File: config.mk
export PLATFORM = sky130hd
export DESIGN_NAME = tristate_bus_arbiter
export DESIGN_NICKNAME = d
export VERILOG_FILES = /design/src/rtl/tristate_bus_arbiter.sv
export SDC_FILE = /design/constraint.sdc
export NUM_CORES = 1
export LEC_CHECK = 0
export CAP_MARGIN = 20
export CORE_MARGIN = 5
export CORE_UTILIZATION = 50
export CTS_BUF_LIST = sky130_fd_sc_hd__clkbuf_4 sky130_fd_sc_hd__clkbuf_8
export CTS_CLUSTER_DIAMETER = 200
export CTS_CLUSTER_SIZE = 10
export DETAILED_ROUTE_END_ITERATION = 12
export PLACE_DENSITY = 0.76
export SYNTH_ARGS = -nofsm -noshare
export SYNTH_HDL_FRONTEND = slang
export SYNTH_SLANG_ARGS = --single-unit
File: constraint.sdc
create_clock -name clk -period 2.35 [get_ports clk]
set_clock_uncertainty 0.05 [all_clocks]
set_input_delay 0.5875 -clock clk [delete_from_list [all_inputs] [get_ports clk]]
set_output_delay 0.5875 -clock clk [all_outputs]
set_load 0.05 [all_outputs]
File: src/rtl/tristate_bus_arbiter.sv
`default_nettype none
// ============================================================================
// Module   : tristate_bus_arbiter
// Purpose  : Round-robin arbiter producing one-hot bufif1 enables for a shared
//            tristate bus, with bounded ownership time.
//            Define TRISTATE_BUS_TURNAROUND_EN to add a dead cycle between
//            consecutive owners.
// Revision : 1.0 - initial release
// ============================================================================
module tristate_bus_arbiter #(
    parameter int N_MASTERS = 4,
    parameter int HOLD_MAX  = 4,
    parameter int IDX_W     = $clog2(N_MASTERS)
) (
    input  logic                 clk,
    input  logic                 rst,
    input  logic [N_MASTERS-1:0] req,
    output logic [N_MASTERS-1:0] drv_en,
    output logic [IDX_W-1:0]     gnt_id,
    output logic                 busy,
    output logic                 handoff
);

    localparam int              HC_W       = $clog2(HOLD_MAX + 1);
    localparam logic [HC_W-1:0] c_hold_max = HC_W'(HOLD_MAX);
    localparam logic [HC_W-1:0] c_hold_one = HC_W'(1);

    typedef enum logic [1:0] {
        S_IDLE = 2'd0,
        S_OWN  = 2'd1
`ifdef TRISTATE_BUS_TURNAROUND_EN
        ,S_TURN = 2'd2
`endif
    } state_t;

    state_t                 state_q,    state_d;
    logic [IDX_W-1:0]       rr_ptr_q,   rr_ptr_d;
    logic [HC_W-1:0]        hold_cnt_q, hold_cnt_d;
    logic [N_MASTERS-1:0]   drv_en_q,   drv_en_d;
    logic [IDX_W-1:0]       gnt_id_q,   gnt_id_d;
    logic                   busy_q,     busy_d;
    logic                   handoff_q,  handoff_d;

    logic                   w_others;
    logic                   w_release;
    logic [IDX_W-1:0]       w_next_ptr;
    logic [IDX_W-1:0]       w_pick_ptr;
    logic [IDX_W-1:0]       w_win;
    logic [N_MASTERS-1:0]   w_win_onehot;
    logic                   w_grant;
    logic                   w_drop;

    // First requester found scanning upward from ptr, wrapping modulo N_MASTERS.
    function automatic logic [IDX_W-1:0] rr_pick(
        input logic [N_MASTERS-1:0] r,
        input logic [IDX_W-1:0]     ptr
    );
        logic [IDX_W-1:0] pick;
        logic             found;
        int               idx;
        pick  = ptr;
        found = 1'b0;
        for (int k = 0; k < N_MASTERS; k++) begin
            idx = (int'(ptr) + k) % N_MASTERS;
            if (!found && r[idx]) begin
                pick  = IDX_W'(idx);
                found = 1'b1;
            end
        end
        return pick;
    endfunction

    assign w_others     = |(req & ~drv_en_q);
    assign w_release    = !req[gnt_id_q] || ((hold_cnt_q == c_hold_max) && w_others);
    assign w_next_ptr   = IDX_W'((int'(gnt_id_q) + 1) % N_MASTERS);
    // A direct handoff out of OWN must already see the demoted previous owner.
    assign w_pick_ptr   = (state_q == S_OWN) ? w_next_ptr : rr_ptr_q;
    assign w_win        = rr_pick(req, w_pick_ptr);
    assign w_win_onehot = N_MASTERS'(1) << w_win;

    always_comb begin
        state_d    = state_q;
        rr_ptr_d   = rr_ptr_q;
        hold_cnt_d = hold_cnt_q;
        drv_en_d   = drv_en_q;
        gnt_id_d   = gnt_id_q;
        handoff_d  = 1'b0;
        w_grant    = 1'b0;
        w_drop     = 1'b0;

        case (state_q)
            S_IDLE: begin
                w_grant = |req;
            end
            S_OWN: begin
                if (w_release) begin
                    rr_ptr_d = w_next_ptr;
`ifdef TRISTATE_BUS_TURNAROUND_EN
                    state_d = S_TURN;
                    w_drop  = 1'b1;
`else
                    if (|req) begin
                        w_grant = 1'b1;
                    end else begin
                        state_d = S_IDLE;
                        w_drop  = 1'b1;
                    end
`endif
                end else if (hold_cnt_q != c_hold_max) begin
                    hold_cnt_d = hold_cnt_q + c_hold_one;
                end
            end
`ifdef TRISTATE_BUS_TURNAROUND_EN
            S_TURN: begin
                if (|req) begin
                    w_grant = 1'b1;
                end else begin
                    state_d = S_IDLE;
                    w_drop  = 1'b1;
                end
            end
`endif
            default: begin
                state_d = S_IDLE;
                w_drop  = 1'b1;
            end
        endcase

        if (w_grant) begin
            state_d    = S_OWN;
            drv_en_d   = w_win_onehot;
            gnt_id_d   = w_win;
            hold_cnt_d = c_hold_one;
            handoff_d  = 1'b1;
        end else if (w_drop) begin
            drv_en_d   = '0;
            hold_cnt_d = '0;
        end

        busy_d = |drv_en_d;
    end

    always_ff @(posedge clk) begin
        if (rst) begin
            state_q    <= S_IDLE;
            rr_ptr_q   <= '0;
            hold_cnt_q <= '0;
            drv_en_q   <= '0;
            gnt_id_q   <= '0;
            busy_q     <= 1'b0;
            handoff_q  <= 1'b0;
        end else begin
            state_q    <= state_d;
            rr_ptr_q   <= rr_ptr_d;
            hold_cnt_q <= hold_cnt_d;
            drv_en_q   <= drv_en_d;
            gnt_id_q   <= gnt_id_d;
            busy_q     <= busy_d;
            handoff_q  <= handoff_d;
        end
    end

    assign drv_en  = drv_en_q;
    assign gnt_id  = gnt_id_q;
    assign busy    = busy_q;
    assign handoff = handoff_q;

endmodule
`default_nettype wire
After elaboration in Yosys (flattened, before gate mapping):

Index checks and enable logic that the tools add are counted.
Widths: inputs -> output; s select.

* flip-flop bits (word level): 15
* output and inout bits: 8

* $add $sub $neg: 5
* order comparisons: 5
* equality and inequality tests: 9
* shift operators: 1
* multiplexer cells: 38
* bitwise gates (word level): 7
* reductions and logical operators: 25

Operators by type and width (count)
* $mux 1: 22
* $lt 3x4->1 const B: 3
* $mux 2: 6
* $reduce_and 3->1: 4
* $reduce_or 4->1: 3
* $bmux 1 s2: 5
* $ne 3x3->1 const B: 3
* $mux 4: 2
* $reduce_or 2->1: 4
* $lt 2x3->1 const B: 2
* $ne 2x2->1 const B: 3
* $reduce_bool 3->1: 2
* $add 2x1->2 const B: 2
* $add 2x2->2 const B: 2
* $and 4x4->4: 1
* $logic_and 1x1->1: 4
* $logic_not 1->1: 4
* $not 4->4: 1
* $pmux 1 s2: 2
* $pmux 2 s2: 1
* $shl 1x2->4 const A: 1
* $add 3x1->3 const B: 1
* $and 1x1->1 const A: 3
* $eq 3x3->1 const B: 1
* 7 further kinds: 8

Depth between registers and ports, before layout:

* depth in word-level cells: 19
* depth in mapped cells: 7
* gate-level depth less buffers: 7

Worst setup path after synthesis:

Ideal clock, no wire load.

* kind: flip-flop to flip-flop
* from: reg gnt_id_q[1] (netlist: gnt_id[1])
* to: reg drv_en_q[0] (netlist: drv_en[0])
* arrival time: 1.890 ns
* required time: 2.183 ns
* slack: 0.292 ns
* cell stages (with the launch flop): 6
* buffers on the path: 0
* clock period less this slack: 2.058 ns
* path through: dfxtp_1 -> mux4_2 -> nand2_4 -> nor2_2 -> o21ba_1 -> a32o_1

* cells in the longest elaborated chain, start to end: 16
* elaborated cells on any way between the ends: 39
* classes of those cells: add/sub: 4; shift: 1; mux: 26; reduce/logical: 8

Ends and longest elaborated chain
* start: declaration: line 40 `logic [IDX_W-1:0] gnt_id_q, gnt_id_d;`
* start signal: assignment: line 157 `gnt_id_q <= gnt_id_d;`
* $add 2x1->2: line 75 `assign w_next_ptr = IDX_W'((int'(gnt_id_q) + 1) % N_MASTERS);`
* $mux 2: line 77 `assign w_pick_ptr = (state_q == S_OWN) ? w_next_ptr : rr_ptr_q;`
* $add 2x1->2 / $bmux 1 s2 (equally long branches): line 64, 65
* $bmux 1 s2 / $mux 1 (equally long branches): line 65 `if (!found && r[idx]) begin`
* $mux 1 (implied by the code): line 65
* $mux 1 (implied by the code) / $logic_not 1->1 (equally long branches): line 65
* $logic_and 1x1->1: line 65
* $mux 1: line 65
* $logic_not 1->1: line 65
* $logic_and 1x1->1: line 65
* $mux 1: line 65
* $logic_not 1->1: line 65
* $logic_and 1x1->1: line 65
* $mux 2: line 65
* $shl 1x2->4: line 79 `assign w_win_onehot = N_MASTERS'(1) << w_win;`
* $mux 4 (*): line 129 `if (w_grant) begin`
* end signal: assignment: line 156 `drv_en_q <= drv_en_d;`
* end: declaration: line 39 `logic [N_MASTERS-1:0] drv_en_q, drv_en_d;`

Mark *: on every way between the ends. The rest lies on a longest branch, timed or not. The select of a mux whose other input is x is not followed.
A chain may end at the register's enable or synchronous reset.

Worst setup path in the final report:

* from: reg gnt_id_q[1] (netlist: gnt_id[1])
* to: out gnt_id[1]

RTL lines
* end: declaration: line 19 `output logic [IDX_W-1:0] gnt_id,`

No word-level cell between the ends.

==> results.toml <==
[logic_synthesis]
synthesis.area_um2 = 846
ys_warn_count = 0
synth_area_leaders = "dfxtp_1 33%, a21oi_1 3.6%, inv_1 3.6%"
synth-edff-count = 0
yosys.area.top_type_share_pct = 33.1
synth_seq_cells = 14
synth-main-ff-cell = "dfxtp_1"
syn_avg_cell_area_um2 = 8.90
synth.distinct_cells = 44
yosysMostFrequentCell = "dfxtp_1"
synthTopCellsByCount = "14 x dfxtp_1, 8 x inv_1, 8 x nor2_1"
yosysTopAreaCell = "dfxtp_1"
async_flop_share_pct = 0
synthCells = 95
seq_area_frac_synth_pct = 33.1
syn-num-nets = 103

[cts]
clkSlewWorstSetupHoldPaths_ns = 0.08
cts_buffers = 3
insertion_delay_ns = 0.28
cts_tree = "built"
ctsResizeCount = 0
numClockSinks = 14
clock_path_buffers = 2
h-tree-depth = 1
hold_buffers = 0
clockRootBuffer = "clkbuf_4"
post_cts_buffers = 0

[worst_hold_path]
hold_depth = 2
hold_start = "rr_ptr_q[0]"
min_path_type = "flip-flop to flip-flop"

[power]
leakage_nw = 0.450
cellPowerDensity_nw_per_um2 = 692
irDropWorstVdd_mv = 0.473
finalPower_uw = 757

[cells_and_area]
stdcell_area_um2 = 1090
final_core_util_pct = 70.2
drive_gt1_share_pct = 21.7
num_antenna_cells = 0
syn2layout_area_growth_pct = 29.4
layoutNonFillerInstCount = 136
fin_nets = 129

[detailed_routing]
drc = 0
viasPerCell = 5.62
wl_um = 1950
drtPass1Iterations = 4
vias = 764
wire_per_inst_um = 14.4
ant_nets = 0
drt_iter0_drc = 15

[global_routing]
grt_use_total_pct = 16.8
grt.busiest_layer = "met2"
antenna_found_initial = 0
grt_pass1_wl_um = 3320
use_met3_pct = 4.07
met2_usage_pct = 26.0
grt.overflow.total = 0
grt_max_degree = 15
grt_pass1_vias = 742
grtUsageMet1_pct = 22.0

[worst_setup_path]
arrival_ns = 1.61
crit_chain = "clkdlybuf4s50_1"
endpoint_kind = "output port"
crit_slowest_cell = "clkdlybuf4s50_1"
timing.critical_path.buf_inv = 1
crit_type = "flip-flop to output port"
crit_path_start_kind = "flip-flop"
cpLargestDelayFamily = "buffers and inverters"
slowest_delay_ns = 0.86
cp.depth = 1
rr_worst_depth = 5
required_ns = 1.71
r2r-start = "state_q[0]"
crit_fanout = 6
crit_start = "gnt_id[1]"

[sta]
maxSlewViolCount = 0
setup_viol = 0
fin_tns_setup_ns = 0
tightestPinTransition_ns = 0.535
hold_violations = 0
rsz0062_at_grt = "false"
hold_ws_ns = 0.446
finalWorstSetupSlack_ns = 0.101
slew_headroom_pct = 64.3
period_needed_ns = 2.25
fin_crit_sh_pct = 95.7
clock.fmax_ghz = 0.445

[floorplanning]
core.rowCount = 14
die_w_um = 51.1
dieHeight_um = 51.1
initial_utilization_pct = 54.3
die-area_um2 = 2610
coreArea_um2 = 1560
io_pins = 14

[placement]
dp_hpwl_um = 1560
dpl.cell_count = 132
portBuffers = 13
placed_cell_area_um2 = 1060
pre_cts_ws_ns = -0.0296
gp_congestion = 0.790

[flow_run]
cap_viol_max_count = 0

[outcome]
status = "complete, no violations"
[final timing paths]
kind | to | slack [ns]
worst min-delay path | rr_ptr_q[0] | 0.45
worst max register to register | drv_en[0] | 0.43
worst min register to register | rr_ptr_q[0] | 0.45
worst max-delay path | gnt_id[1] | 0.10
[metal layers]
layer  vias to the layer above  wire length (um)
li1                        394                 -
met1                       348               950
met2                        15               896
met3                         7                70
met4                         0                36
met5                         -                 0
[where the power goes]
group / internal [mW] / switching [mW]
clock: 0.0943 / 0.0789
combinational: 0.120 / 0.169
sequential: 0.263 / 0.0323
[registers in the layout, summed over array words and instances, names as in the netlist]
signal      flops
rr_ptr_q        2
state_q         1
drv_en          4
handoff         1
busy            1
hold_cnt_q      3
gnt_id          2
[cell type report]
class	instances	area [um2]
Multi-Input combinational cell	71	524
Fill cell	116	464
Sequential cell	14	280
Timing Repair Buffer	22	200
Clock buffer	4	36.3
Inverter	9	33.8
Tap cell	16	20.0
[logic make-up (layout without fill, tap and decap cells)]
family	after synthesis	after routing	share of synthesized area [%]
AO/OA/AOI/OAI	29	29	29.6
XOR/XNOR	2	2	2.07
adder cells (fa/ha/maj)	3	3	4.29
buffers and inverters	10	35	4.88
flip-flops	14	14	33.1
multiplexers	1	1	2.66
AND/OR/NAND/NOR	36	36	23.4
[placed cells by master (no fill, tap or decap), types with 2 or more instances in the layout]
cell and instances:
a21oi_1 6, a32o_1 2, ha_1 2, clkdlybuf4s50_1 12, nor2b_1 2, nor2_1 8
nor3_1 2, dfxtp_1 14, o21ai_0 3, or2_0 2, clkbuf_4 3, buf_4 9
inv_1 8, o21ai_2 2, nand3_1 3, o31ai_1 2, o311ai_1 2, nand2b_1 3
nand2_1 6
No activity file was read; power rests on OpenSTA's default activity.
